File: src/rtl/alu_pkg.sv
// alu_pkg -- shared definitions for the ALU dispatch block.
// Holds the accepted opcode values, the bit positions of the RV32I
// instruction fields the dispatcher decodes, the dispatcher FSM state
// type and a helper that builds the sign-extended I-type immediate.
package alu_pkg;

  localparam logic [6:0] OP_R = 7'b0110011;  // register-register ALU ops
  localparam logic [6:0] OP_I = 7'b0010011;  // register-immediate ALU ops

  // Field positions inside the 32-bit instruction word.
  localparam int OPCODE_LSB = 0;
  localparam int RD_LSB     = 7;
  localparam int FUNCT3_LSB = 12;
  localparam int RS1_LSB    = 15;
  localparam int RS2_LSB    = 20;
  localparam int IMM_LSB    = 20;
  localparam int ALT_BIT    = 30;  // selects SUB / SRA variants

  // funct3 of the right-shift group; its alternate bit is meaningful
  // for both R-type and I-type encodings.
  localparam logic [2:0] F3_SR = 3'b101;

  typedef enum logic {
    ST_IDLE,
    ST_EXEC
  } state_t;

  function automatic logic [31:0] imm_i(input logic [31:0] instr);
    return {{20{instr[31]}}, instr[31:IMM_LSB]};
  endfunction

endpackage

File: src/rtl/regfile32.sv
// regfile32 -- 32 x 32-bit architectural register file.
// Ports:
//   clk, reset          : clock and synchronous active-high reset
//   we, waddr, wdata    : synchronous write port (writes to x0 dropped)
//   raddr1/rdata1       : asynchronous read port 1
//   raddr2/rdata2       : asynchronous read port 2
//   dbg_addr/dbg_data   : asynchronous debug read port
// x0 always reads as zero regardless of what the storage holds.
module regfile32 (
  input  logic        clk,
  input  logic        reset,
  input  logic        we,
  input  logic [4:0]  waddr,
  input  logic [31:0] wdata,
  input  logic [4:0]  raddr1,
  output logic [31:0] rdata1,
  input  logic [4:0]  raddr2,
  output logic [31:0] rdata2,
  input  logic [4:0]  dbg_addr,
  output logic [31:0] dbg_data
);

  logic [31:0] mem [32];

  // NOTE: the whole array is reset because clearing every register is
  // architecturally visible; this keeps it in flops rather than a RAM macro.
  always_ff @(posedge clk) begin
    if (reset) begin
      for (int i = 0; i < 32; i++) begin
        mem[i] <= '0;
      end
    end else if (we && (waddr != 5'd0)) begin
      mem[waddr] <= wdata;
    end
  end

  assign rdata1   = (raddr1   == 5'd0) ? '0 : mem[raddr1];
  assign rdata2   = (raddr2   == 5'd0) ? '0 : mem[raddr2];
  assign dbg_data = (dbg_addr == 5'd0) ? '0 : mem[dbg_addr];

endmodule

File: src/rtl/alu_dispatch.sv
// alu_dispatch -- two-cycle RV32I ALU instruction dispatcher.
// Accepts an R-type or I-type ALU instruction in IDLE, registers the ALU
// op code and operands, and in EXEC writes the external combinational
// ALU result back into the register file.
// Ports:
//   clk, reset              : clock, synchronous active-high reset
//   instr_valid/instr_ready : instruction handshake (ready only in IDLE)
//   instr                   : RV32I instruction word
//   alu_op, alu_rv1, alu_rv2: registered ALU op code and operands
//   alu_rvout               : combinational ALU result
//   done                    : pulse during the writeback (EXEC) cycle
//   illegal                 : pulse the cycle after a rejected opcode
//   dbg_addr/dbg_data       : combinational register file peek
module alu_dispatch
  import alu_pkg::*;
(
  input  logic        clk,
  input  logic        reset,
  input  logic        instr_valid,
  output logic        instr_ready,
  input  logic [31:0] instr,
  output logic [5:0]  alu_op,
  output logic [31:0] alu_rv1,
  output logic [31:0] alu_rv2,
  input  logic [31:0] alu_rvout,
  output logic        done,
  output logic        illegal,
  input  logic [4:0]  dbg_addr,
  output logic [31:0] dbg_data
);

  state_t      state;
  state_t      next_state;
  logic [4:0]  rd;
  logic [31:0] rs1_data;
  logic [31:0] rs2_data;

  logic        accept;
  logic        is_rtype;
  logic        is_itype;
  logic        alt;
  logic [2:0]  funct3;
  logic [5:0]  op_d;
  logic [31:0] rv2_d;

  assign accept = (state == ST_IDLE) && instr_valid;
  assign funct3 = instr[FUNCT3_LSB +: 3];

  // NOTE: every always_comb output gets a default first so no path can
  // leave it unassigned and infer a latch.
  always_comb begin
    is_rtype = 1'b0;
    is_itype = 1'b0;
    alt      = 1'b0;
    op_d     = '0;
    rv2_d    = '0;
    is_rtype = (instr[OPCODE_LSB +: 7] == OP_R);
    is_itype = (instr[OPCODE_LSB +: 7] == OP_I);
    // Only SUB/SRA (R-type) and SRAI use bit 30; for other I-type ops it
    // is just an immediate bit and must not alter the op code.
    if (is_rtype || (funct3 == F3_SR)) begin
      alt = instr[ALT_BIT];
    end
    op_d  = {is_itype, is_rtype, funct3, alt};
    rv2_d = is_rtype ? rs2_data : imm_i(instr);
  end

  always_comb begin
    next_state = state;
    case (state)
      ST_IDLE: if (accept && (is_rtype || is_itype)) next_state = ST_EXEC;
      ST_EXEC: next_state = ST_IDLE;
      default: next_state = ST_IDLE;
    endcase
  end

  // NOTE: sequential state uses non-blocking assignments so every flop
  // samples pre-edge values regardless of statement order.
  always_ff @(posedge clk) begin
    if (reset) begin
      state   <= ST_IDLE;
      alu_op  <= '0;
      alu_rv1 <= '0;
      alu_rv2 <= '0;
      rd      <= '0;
      illegal <= 1'b0;
    end else begin
      state   <= next_state;
      illegal <= accept && !(is_rtype || is_itype);
      if (accept && (is_rtype || is_itype)) begin
        alu_op  <= op_d;
        alu_rv1 <= rs1_data;
        alu_rv2 <= rv2_d;
        rd      <= instr[RD_LSB +: 5];
      end
    end
  end

  assign instr_ready = (state == ST_IDLE);
  // Gating with reset drops both the pulse and the writeback when reset
  // lands in the EXEC cycle.
  assign done = (state == ST_EXEC) && !reset;

  regfile32 u_regfile (
    .clk      (clk),
    .reset    (reset),
    .we       (done),
    .waddr    (rd),
    .wdata    (alu_rvout),
    .raddr1   (instr[RS1_LSB +: 5]),
    .rdata1   (rs1_data),
    .raddr2   (instr[RS2_LSB +: 5]),
    .rdata2   (rs2_data),
    .dbg_addr (dbg_addr),
    .dbg_data (dbg_data)
  );

endmodule

File: config.mk
export PLATFORM = sky130hd
export DESIGN_NAME = alu_dispatch
export DESIGN_NICKNAME = d
export VERILOG_FILES = /design/src/rtl/alu_pkg.sv /design/src/rtl/regfile32.sv /design/src/rtl/alu_dispatch.sv
export SDC_FILE = /design/constraint.sdc
export NUM_CORES = 2
export LEC_CHECK = 0
export BUFFER_PORTS_ARGS = -buffer_cell sky130_fd_sc_hd__clkbuf_2
export CAP_MARGIN = 40
export CORE_ASPECT_RATIO = 1.1
export CORE_MARGIN = 2
export CORE_UTILIZATION = 53
export DETAILED_ROUTE_END_ITERATION = 16
export PLACE_DENSITY = 0.72
export SYNTH_ARGS = -nofsm -noshare
export SYNTH_HDL_FRONTEND = slang
export SYNTH_SLANG_ARGS = --single-unit
File: constraint.sdc
create_clock -name clk -period 2 [get_ports clk]
set_input_delay 0.2 -clock clk [delete_from_list [all_inputs] [get_ports clk]]
set_output_delay 0.2 -clock clk [all_outputs]
set_load 0.05 [all_outputs]
==> impl_metrics.toml <==
[place]
placed_area_sq_um = 77240
dp.cells = 6678
dp_hpwl_um = 171300
routabilityCongestion = 0.9782
portBuffers = 176

[status]
outcome = "complete, but fails checks"
failed_checks = "negative setup slack"

[timing]
max_freq_mhz = 341.0
setup_violations = 2013
finalCriticalPeriod_ps = 2933
slew_violations = 0
rsz0062_at_grt = "true"
layout_setup_ws_ps = -932.9
timing.final.crit_share_pct = 146.6
tightestPinTransition_ps = 1109
tns_ps = -487620
max-slew-margin-rel_pct = 25.98
hold_viol_final = 0
clock_skew_ps = 27.48

[setup_path]
critPathMaxFanout = 2
cp_slowest_cell = "mux4_2"
critPathTopFamily = "multiplexers"
cp_data_arrival_time_ps = 2730
cp_num_buf_inv = 1
cp.required_ps = 1800
startpoint_type = "flip-flop"
worstPathCellList = "mux4_2 > mux4_2 > nand2_2 > o21ai_4 > buf_12"
max_stage_delay_ps = 570
end_kind = "primary output"
critPathKind = "reg2out"
critPathMostFrequentCell = "mux4_2"

[global_route]
grt_antenna_before_repair = 23
gr-total-overflow = 0
grt_pass1_vias = 49940
track_usage_pct = 41.19
grt_max_degree = 36
grt_pass1_wl_um = 362900

[detailed_routing]
drt_iter0_drc = 8990
wirelength_um = 268500
wl_met3_um = 42870
drtAntennaViolNets = 0
dr_wl_met2_um = 118600
wl_met1_um = 83970
highest_layer = "met5"
drc_errors = 0
avgRoutedWirePerCell_um = 37.96
vias = 50810
viasPerCell = 7.184
firstDrtPassIters = 8

[logic_synthesis]
synthFlopType = "edfxtp_1"
async_flop_share_pct = 0
ys_top_cells_by_area = "edfxtp_1 47%, mux4_2 27%, and2_1 9.8%, dfxtp_1 2.4%, mux2i_1 1.8%"
syn_inst = 4292
synthAdderAreaFrac_pct = 0
synthSimpleGateAreaFrac_pct = 11.86
synth_edf_count = 1024
avgSynthCellArea_sq_um = 15.19
ys_ff_latch = 1101
synth-xor-area-share_pct = 0
synth_mux_area_share_pct = 31.01
synth_compound_area_share_pct = 4.035
yosysTopAreaCell = "edfxtp_1"
syn-cell-area_sq_um = 65180
yosysSeqAreaShare_pct = 49.54
synth_top_family_by_area = "multiplexers"
synth_cell_type_count = 67
yosysWarnings = 0
yosysTopAreaCellShare_pct = 47.18

[clock_network]
cts_num_sinks = 1101
cts_buffer_depth = 3
numCtsBuffers = 116
htreeDepth = 3
root_buffer = "clkbuf_16"
clock_latency_ps = 730
tritoncts = "yes"
cts.clk_slew.worst_paths_ps = 70

[power]
p_leak_nw = 32.34
peakVddDrop_mv = 0.7929
powerDensity_nw_per_um2 = 703.9

[min_path]
min_path_type = "in2reg"

[floorplanning]
chipHeight_um = 371.8
num_rows = 134
start_util_pct = 53.55
core_area_sq_um = 121700
ios = 177
die_x_um = 338.4
dieArea_sq_um = 125800

[final_layout]
stdcell_count = 7073
syn_to_final_growth_pct = 29.88
layout-drive-gt1-share_pct = 48.58
nets = 5405
finalInstanceArea_sq_um = 84660
fillers = 7820

[run]
drv_cap = 0
-- cell type report --
class | instances | area (sq um) | share of cell area [%]
Antenna cell | 7 | 17.52 | 0.02069
Clock buffer | 124 | 2954 | 3.489
Clock inverter | 95 | 1070 | 1.264
Inverter | 38 | 168.9 | 0.1995
Multi-Input combinational cell | 2704 | 31740 | 37.49
Sequential cell | 1101 | 32290 | 38.15
Tap cell | 1632 | 2042 | 2.412
Timing Repair Buffer | 1372 | 14370 | 16.97
-- cells in the mapped netlist, drive strengths merged, types with 4 or more instances --
| master | n |
|---|---|
| edfxtp | 1024 |
| and2 | 1021 |
| mux4 | 794 |
| clkbuf | 314 |
| buf | 167 |
| mux2i | 120 |
| nand2 | 113 |
| mux2 | 100 |
| dfxtp | 77 |
| nor2 | 65 |
| a22oi | 58 |
| a211oi | 42 |
| a21oi | 41 |
| inv | 38 |
| o21ai | 37 |
| or2 | 32 |
| o22ai | 31 |
| nand3 | 25 |
| o221ai | 19 |
| a211o | 17 |
| a221oi | 17 |
| o31ai | 17 |
| a22o | 16 |
| o211ai | 15 |
| a311o | 14 |
| a2111oi | 10 |
| nor3 | 8 |
| o311ai | 7 |
| and3 | 6 |
| nand3b | 6 |
| o21bai | 6 |
| nor2b | 4 |
| or3b | 4 |
-- where the power goes --
| part | leakage (nW) | internal, mW | switching [mW] |
|---|---|---|---|
| registers | 11.2 | 25.9 | 0.610 |
| logic | 19.2 | 4.77 | 5.16 |
| clock network | 1.96 | 13.3 | 9.86 |
-- state kept, by name, indices dropped and copies added (netlist names) --
name,count
state,1
alu_rv2,32
u_regfile.mem,1024
alu_op,6
rd,5
illegal,1
alu_rv1,32
-- through the flow --
step | power, mW | worst slack, ps | utilization [%] | hold slack [ps]
2_1_floorplan | 31.78 | -171.9 | - | 336.0
3_3_place_gp | 35.69 | -659.1 | 63.43 | 431.0
3_5_place_dp | 35.85 | -687.3 | 63.46 | 440.7
4_1_cts | 59.00 | -845.0 | 68.43 | -13.02
5_1_grt | 60.58 | -918.1 | 69.54 | 55.03
6_report | 59.59 | -932.9 | 69.55 | 38.48
-- repair_timing --
item,in CTS,in global routing
pin swaps,19,12
hold endpoints to repair,19,0
hold buffers,20,0
resized for setup,186,136
gates cloned,20,31
setup endpoints to repair,362,1988
setup buffers,70,42
-- layout by cell type, fill, tap and decap left out, drive strengths merged, types with 7 or more instances in the layout --
cell type / count
mux2: 100
diode: 7
edfxtp: 1024
o31ai: 17
clkbuf: 300
o211ai: 15
conb: 32
a21oi: 41
and2: 1021
nand3: 25
o22ai: 31
a211o: 17
nor3: 8
nor2: 66
a211oi: 42
bufinv: 20
o21ai: 37
or2: 32
clkinv: 52
inv: 46
a22o: 16
mux4: 794
a221oi: 17
a311o: 14
o221ai: 19
dfxtp: 77
buf: 1176
o311ai: 7
nand2: 113
a2111oi: 10
mux2i: 120
dlygate4sd3: 20
clkinvlp: 15
a22oi: 58
-- cell families (layout without fill, tap and decap cells) --
kind of cell           after synthesis  after routing
muxes                             1014           1014
buffers and inverters              519           1629
AOI/OAI and AO/OA                  358            358
other                                1             39
DFF                               1101           1101
and+or+nand+nor                   1299           1300
-- tightest hold or removal path, delay by kind of cell --
| family | cells | cell delay, ps |
|---|---|---|
| AND/OR/NAND/NOR | 3 | 310 |
| buffers and inverters | 1 | 130 |
| AO/OA/AOI/OAI | 1 | 70 |
-- path summary, 6_finish.rpt --
kind	startpoint	endpoint	slack, ps	depth (start not counted)
worst min register to register	alu_rv1[2]$_SDFFE_PP0P_	alu_rv1[2]$_SDFFE_PP0P_	460	2
worst max register to register	state$_SDFF_PP0_	u_regfile.mem[16][30]$_SDFFCE_PN0P_	-460	9
worst min-delay path	instr[3]	alu_rv2[5]$_SDFFE_PP0P_	40	5
worst max-delay path	u_regfile.mem[19][25]$_SDFFCE_PN0P_	dbg_data[25]	-930	5
-- routing by layer --
metal	vias to the layer above	GRT usage (%)
li1	19080	-
met1	25330	50.76
met2	5185	62.21
met3	1200	12.82
met4	20	29.36
met5	-	0.6061
Note: power is estimated with default switching activity, not from simulation.
